### src/rtl/ysyx_22041207_wb_stage.sv
`default_nettype none
// ============================================================================
// Module   : ysyx_22041207_wb_stage
// Brief    : Write-back stage. Selects the register-file write data,
//            issues a one-cycle registered write/retire pulse per accepted
//            payload, counts retired instructions and stops on ebreak.
// Revision : 1.0 - initial release
// ============================================================================
module ysyx_22041207_wb_stage #(
  parameter int CNT_W = 64
) (
  input  logic             clk,
  input  logic             rst_n,
  input  logic             in_valid,
  output logic             in_ready,
  input  logic [63:0]      alu_c,
  input  logic [63:0]      pc,
  input  logic [63:0]      ramdout,
  input  logic [63:0]      imm,
  input  logic [63:0]      csrValue,
  input  logic [2:0]       wd_sel,
  input  logic             writeRD,
  input  logic [4:0]       rwddr,
  input  logic             ebreak,
  output logic             rf_we,
  output logic [4:0]       rf_waddr,
  output logic [63:0]      rf_wdata,
  output logic             retire_valid,
  output logic [63:0]      retire_pc,
  output logic [CNT_W-1:0] instret,
  output logic             halted,
  output logic [63:0]      halt_pc
);

  localparam logic [CNT_W-1:0] c_ONE = {{(CNT_W-1){1'b0}}, 1'b1};

  typedef enum logic [0:0] {
    ST_RUN    = 1'b0,
    ST_HALTED = 1'b1
  } state_t;

  state_t           r_state;
  logic             r_rf_we;
  logic [4:0]       r_rf_waddr;
  logic [63:0]      r_rf_wdata;
  logic             r_retire_valid;
  logic [63:0]      r_retire_pc;
  logic [CNT_W-1:0] r_instret;
  logic             r_halted;
  logic [63:0]      r_halt_pc;

  logic             w_ready;
  logic             w_xfer;
  logic [63:0]      w_wdata;

  assign w_ready = (r_state == ST_RUN);
  assign w_xfer  = in_valid && w_ready;

  // Write-data source select; unused encodings write zero.
  always_comb begin
    w_wdata = 64'h0;
    case (wd_sel)
      3'd0:    w_wdata = alu_c;
      3'd1:    w_wdata = ramdout;
      3'd2:    w_wdata = pc + 64'd4;
      3'd3:    w_wdata = imm;
      3'd4:    w_wdata = csrValue;
      default: w_wdata = 64'h0;
    endcase
  end

  // Run/halt control plus registered write-back, retire and counter outputs.
  always_ff @(posedge clk or negedge rst_n) begin
    if (!rst_n) begin
      r_state        <= ST_RUN;
      r_rf_we        <= 1'b0;
      r_rf_waddr     <= 5'd0;
      r_rf_wdata     <= 64'h0;
      r_retire_valid <= 1'b0;
      r_retire_pc    <= 64'h0;
      r_instret      <= '0;
      r_halted       <= 1'b0;
      r_halt_pc      <= 64'h0;
    end else begin
      // Pulses drop by default; data fields hold until the next transfer.
      r_rf_we        <= 1'b0;
      r_retire_valid <= 1'b0;
      case (r_state)
        ST_RUN: begin
          if (w_xfer) begin
            r_rf_we        <= writeRD && (rwddr != 5'd0);
            r_rf_waddr     <= rwddr;
            r_rf_wdata     <= w_wdata;
            r_retire_valid <= 1'b1;
            r_retire_pc    <= pc;
            r_instret      <= r_instret + c_ONE;
            if (ebreak) begin
              // The ebreak retires normally, then the stage stops accepting.
              r_state   <= ST_HALTED;
              r_halted  <= 1'b1;
              r_halt_pc <= pc;
            end
          end
        end
        ST_HALTED: begin
          r_state <= ST_HALTED;
        end
        default: begin
          r_state <= ST_RUN;
        end
      endcase
    end
  end

  assign in_ready     = w_ready;
  assign rf_we        = r_rf_we;
  assign rf_waddr     = r_rf_waddr;
  assign rf_wdata     = r_rf_wdata;
  assign retire_valid = r_retire_valid;
  assign retire_pc    = r_retire_pc;
  assign instret      = r_instret;
  assign halted       = r_halted;
  assign halt_pc      = r_halt_pc;

endmodule
`default_nettype wire

### config.mk
export PLATFORM = sky130hd
export DESIGN_NAME = ysyx_22041207_wb_stage
export DESIGN_NICKNAME = d
export VERILOG_FILES = /design/src/rtl/ysyx_22041207_wb_stage.sv
export SDC_FILE = /design/constraint.sdc
export NUM_CORES = 1
export LEC_CHECK = 0
export CORE_AREA = 2 2 234 236
export CTS_CLUSTER_DIAMETER = 50
export DETAILED_ROUTE_END_ITERATION = 6
export DIE_AREA = 0 0 236 238
export PLACE_DENSITY = 0.49
export SYNTH_ARGS = -nofsm -noshare
export SYNTH_HDL_FRONTEND = slang
export SYNTH_SLANG_ARGS = --single-unit
### constraint.sdc
create_clock -name clk -period 4.1 [get_ports clk]
set_input_delay 0.615 -clock clk [delete_from_list [all_inputs] [get_ports clk]]
set_output_delay 0.615 -clock clk [all_outputs]
set_load 0.02 [all_outputs]
**Yosys cells after proc, flatten, opt, wreduce, memory -nomap -nowiden**

Index checks and enable logic that the tools add are counted.

- Output and inout bits: 265
- Memories: 0
- Bits in writable memories: 0
- Bits in latches: 0
- Register bits: 265
- Input bits: 333
- Word-level logic and storage cells: 30
- Memory bits (read-only): 0

- Add/sub/neg operators: 2
- Equal/unequal tests: 4
- Div/mod/pow operators: 0
- $lt $le $gt $ge: 0
- Bitwise operators: 1
- Multiply operators: 0
- Reduce and logical (&&, ||, !) cells: 6
- Muxes and demuxes: 8
- Shifts and indexed selects: 0

Operators by type and width:

| cell | number |
|---|---|
| $pmux 64 s5 | 1 |
| $add 64x1->64 const B | 1 |
| $add 64x3->64 const B | 1 |
| $eq 3x2->1 const B | 2 |
| $mux 1 | 6 |
| $reduce_bool 5->1 | 1 |
| $eq 3x1->1 const B | 1 |
| $eq 3x3->1 const B | 1 |
| $logic_not 3->1 | 1 |
| $reduce_and 3->1 | 1 |
| $logic_and 1x1->1 | 2 |
| $pmux 1 s2 | 1 |
| $reduce_and 2->1 | 1 |
| $not 1->1 | 1 |

**Logic depth before layout (Yosys ltp)**

- Word-level depth: 4
- Depth in mapped cells: 10
- Gate-level depth less buffers: 6

**Worst setup path before layout**

Ideal clock, no wire load.

- Path type: input port to flip-flop
- From: input port pc[10]
- To: register r_rf_wdata[55] (netlist: rf_wdata[55])
- Buffers on the path: 1
- Arrival: 2471 ps
- Setup slack: 1560 ps
- Required time: 4031 ps
- Library setup time: 69 ps
- Stages: 6
- Cell sequence: buf_2 nand4_4 or4_4 or4_4 or4_1 nand3_1

- Word-level cells in the longest chain between the ends: 2

Ends and longest elaborated chain:

| element | RTL line | text |
|---|---|---|
| start: declaration | 17 | `input logic [63:0] pc,` |
| $add 64x3->64 | 65 | `3'd2: w_wdata = pc + 64'd4;` |
| $pmux 64 s5 | 62 | `case (wd_sel)` |
| end signal: assignment | 93 | `r_rf_wdata <= w_wdata;` |
| end: declaration | 45 | `logic [63:0] r_rf_wdata;` |

Every way passes these cells.
A chain may end at the register's enable or synchronous reset.

**Final worst setup path**

- From: input port pc[2]
- To: register r_rf_wdata[56] (netlist: rf_wdata[56])

Same word-level chain as after synthesis.

==> impl_summary.log <==
[metrics] outcome: completed
[metrics] r2r startpoint: r_state
[metrics] placement row count: 85
[metrics] Net count, final: 2372
[metrics] maximum clock skew at final layout: 14.1 ps
[metrics] via-per-instance ratio: 5.05
[metrics] final hold violation count: 0
[metrics] starting density of the core: 0.254
[metrics] Top Ports: 598
[metrics] Post-Syn Nets: 1774
[metrics] antenna-violating nets left: 0
[metrics] Sw Ratio: 0.267
[metrics] die outline width: 236 microns
[metrics] source-to-sink clock delay at the later pin of the worst-skew pair: 570 ps
[metrics] number of cells upsized or downsized after cts: 0
[metrics] number of flops mapped to enable cells by yosys: 0
[metrics] total of warnings raised by yosys: 0
[metrics] asr flop ratio synth: 1.00
[metrics] Psw: 2080 uW
[metrics] element type at the critical path end: register
[metrics] commonest non-fill, non-tap cell in the layout: sky130_fd_sc_hd__clkdlybuf4s50_1
[metrics] count of port buffers added during placement: 597
[metrics] number of cells after detailed placement: 2686
[metrics] clock share of power: 0.495
[metrics] sequential group share of total power: 0.357
[metrics] # DRC: 0
[metrics] number of antenna violations at the first check in global routing: 3
[metrics] Longest Clk Path Bufs: 3
[metrics] largest net degree at the start of global routing: 101
[metrics] maximum fanout along the worst path: 10
[metrics] startpoint type of the worst setup path: primary input
[metrics] Hold Crit Start: halted
[metrics] instance area after placement: 20600 sq um
[metrics] primary flip-flop cell chosen by synthesis mapping: sky130_fd_sc_hd__dfrtp_1
[metrics] Critical path origin: pc[2]
[metrics] vias after detailed routing: 14000
[metrics] Synth top area share: 0.488
[metrics] summed negative setup slack over all endpoints: 0 ps
[metrics] clock tree from TritonCTS: built
[metrics] CTS Sinks: 265
[metrics] ranking of synthesized cells by area: sky130_fd_sc_hd__dfrtp_1 (49%), sky130_fd_sc_hd__nand2_1 (7.5%), sky130_fd_sc_hd__a22oi_1 (5.2%)
[metrics] number of optimization iterations in the first detailed-route pass: 5
[metrics] max-capacitance violation count: 0
[metrics] first-iteration detailed-routing DRC count: 841
[metrics] maximum resistive drop on vdd: 0.000239 V
[metrics] global router's overall resource usage: 0.242
[metrics] endpoints failing setup: 0
[metrics] Synth Register Bits: 265
[metrics] measured slew at the worst slew-check pin: 1010 ps
[metrics] critical path class: primary input to register
[metrics] Worst Path Arrival: 3410 ps
[metrics] Fill cells: 5290
[metrics] average size of a mapped cell: 9.44 sq um
[metrics] fin cells: 2770
[metrics] hold crit path type: register to register
[metrics] Layout area overhead: 62.8%
[metrics] Reg clk slew, reported paths: 60 ps
[metrics] number of global-route vias before repair: 14200
[metrics] library cell used as clock root buffer: sky130_fd_sc_hd__clkbuf_16
[metrics] routability congestion estimate: 0.932
[metrics] most used cells in the layout excluding fill and tap cells: sky130_fd_sc_hd__clkdlybuf4s50_1 (596), sky130_fd_sc_hd__nand2_1 (269), sky130_fd_sc_hd__dfrtp_1 (265)
[metrics] routed length per instance: 25.4 microns
[metrics] die height: 238 microns
[metrics] leakage power of the design: 0.00909 uW
[metrics] post-detail-place hpwl: 55300 microns
[metrics] H-Tree Depth: 2
[metrics] Slew headroom: 0.323
[metrics] number of post-CTS setup repair buffers: 0
[metrics] f_max: 0.343 GHz
[metrics] Internal Pwr Total: 5710 uW
[metrics] RSZ-0062 raised after global routing: no
[metrics] number of buffers added by the clock tree synthesis step: 44
[metrics] share of total power in combinational logic: 0.148
[metrics] share of final-layout standard cells stronger than drive strength 1: 0.102
[metrics] critical path required time: 4600 ps
[metrics] final design area excluding fillers: 22100 sq um
[metrics] cell type with the highest aggregate area in the netlist: sky130_fd_sc_hd__dfrtp_1
[metrics] final number of max-transition violations: 0
[metrics] Die Footprint: 56200 sq um
[metrics] Synth Instances: 1439
[metrics] Core Box Area: 53500 sq um
[metrics] aggregate global routing overflow: 0
[metrics] post-route total power: 7790 uW
[metrics] number of distinct standard cells referenced by the synthesized netlist: 60
[metrics] crit share post-route: 0.710
[metrics] final worst path period need: 2910 ps
[metrics] total standard cell area after synthesis: 13600 sq um
[metrics] first-pass GRT wire length: 100000 microns
[metrics] Power Density: 352 nW/um^2
[metrics] sequential share of the synthesized area: 0.488
[metrics] total wire length: 70400 microns
-- final timing paths --
check	endpoint	slack [ps]	depth (start not counted)
setup / recovery	rf_wdata[56]	1190	8
hold / removal	halted	470	1
setup reg to reg	rf_wdata[41]	1640	6
hold reg to reg	halted	470	1
max in group asynchronous	retire_pc[0]	2580	3
min in group asynchronous	instret[47]	590	2
-- metal layers --
metal,wire length (microns),track usage,vias to the layer above,share of wire
li1,-,-,6438,-
met1,28800,0.297,6918,0.41
met2,35100,0.422,542,0.50
met3,4290,0.0510,85,0.061
met4,2180,0.0816,4,0.031
met5,32,0,-,0.00045
-- worst max-delay path, stage by stage --
cell	delay [ps]
sky130_fd_sc_hd__clkdlybuf4s50_1	610
sky130_fd_sc_hd__ha_1	270
sky130_fd_sc_hd__nand4_2	270
sky130_fd_sc_hd__nor4_4	320
sky130_fd_sc_hd__buf_4	230
sky130_fd_sc_hd__nand4_1	370
sky130_fd_sc_hd__or4_1	600
sky130_fd_sc_hd__nand3_1	100
-- metrics by stage --
| stage | setup WS, ps | hold slack (ps) | utilization |
|---|---|---|---|
| global placement | 668 | 451 | 0.385 |
| floorplan | 1560 | 319 | - |
| global route | 1080 | 479 | 0.413 |
| detailed placement | 635 | 459 | 0.385 |
| finish | 1190 | 468 | 0.414 |
| CTS | 1230 | 474 | 0.413 |
-- final cells by class --
class	instances	area [sq um]	share of cell area
clock buffer	53	1190	0.0536
timing repair buffer	651	6480	0.293
sequential	265	6630	0.300
antenna	3	7.51	0.000339
clock inverter	27	329	0.0149
multi-input combinational	1057	6550	0.296
inverter	18	68.8	0.00311
tap	696	871	0.0394
-- synth_stat cells (all sizes together), types with 2 or more instances --
library cell  instances
o22a                  2
or3                   9
a22oi                95
or2                   4
and3                 11
o22ai                 4
and4                  6
nor4                 28
o21ai                58
nand2b                6
and2                  9
buf                  15
ha                    2
nand3                61
mux2                 56
xnor2                63
o211ai               13
a311oi                5
or4                  17
dfrtp               265
a21oi                86
nor3                 33
o311ai               11
nor2b                 3
xor2                 35
a32o                  2
a22o                 22
clkbuf               84
o31ai                 4
nand2               271
a221oi                4
nand4                61
inv                  18
mux2i                13
nor2                 43
nor3b                 4
-- power groups by stage --
stage | sequential (uW) | clock, uW | combinational (uW)
after global routing | 2790 | 4060 | 1220
final | 2780 | 3860 | 1160
after floorplan | 2930 | 0 | 228
after CTS | 2780 | 3960 | 1170
after global placement | 2820 | 0 | 1170
after detailed placement | 2830 | 0 | 1160
-- repair_timing --
item	in CTS	in global routing
endpoints found under the hold margin	8	0
hold buffers	1	0
setup endpoints to repair	0	0
-- flip-flops by register name, indices dropped and copies added (netlist names) --
name and cells:
retire_pc 64, instret 64, rf_waddr 5, halt_pc 64
rf_we 1, halted 1, r_state 1, rf_wdata 64
retire_valid 1
-- cell families after synthesis --
group                      synth area share
muxes                                0.0560
and+or+nand+nor                       0.205
AOI/OAI and AO/OA                     0.153
adders and majority gates           0.00184
buffers and inverters                0.0331
DFF                                   0.488
xor gates and xnor gates             0.0632
No activity file was read; power rests on OpenSTA's default activity.
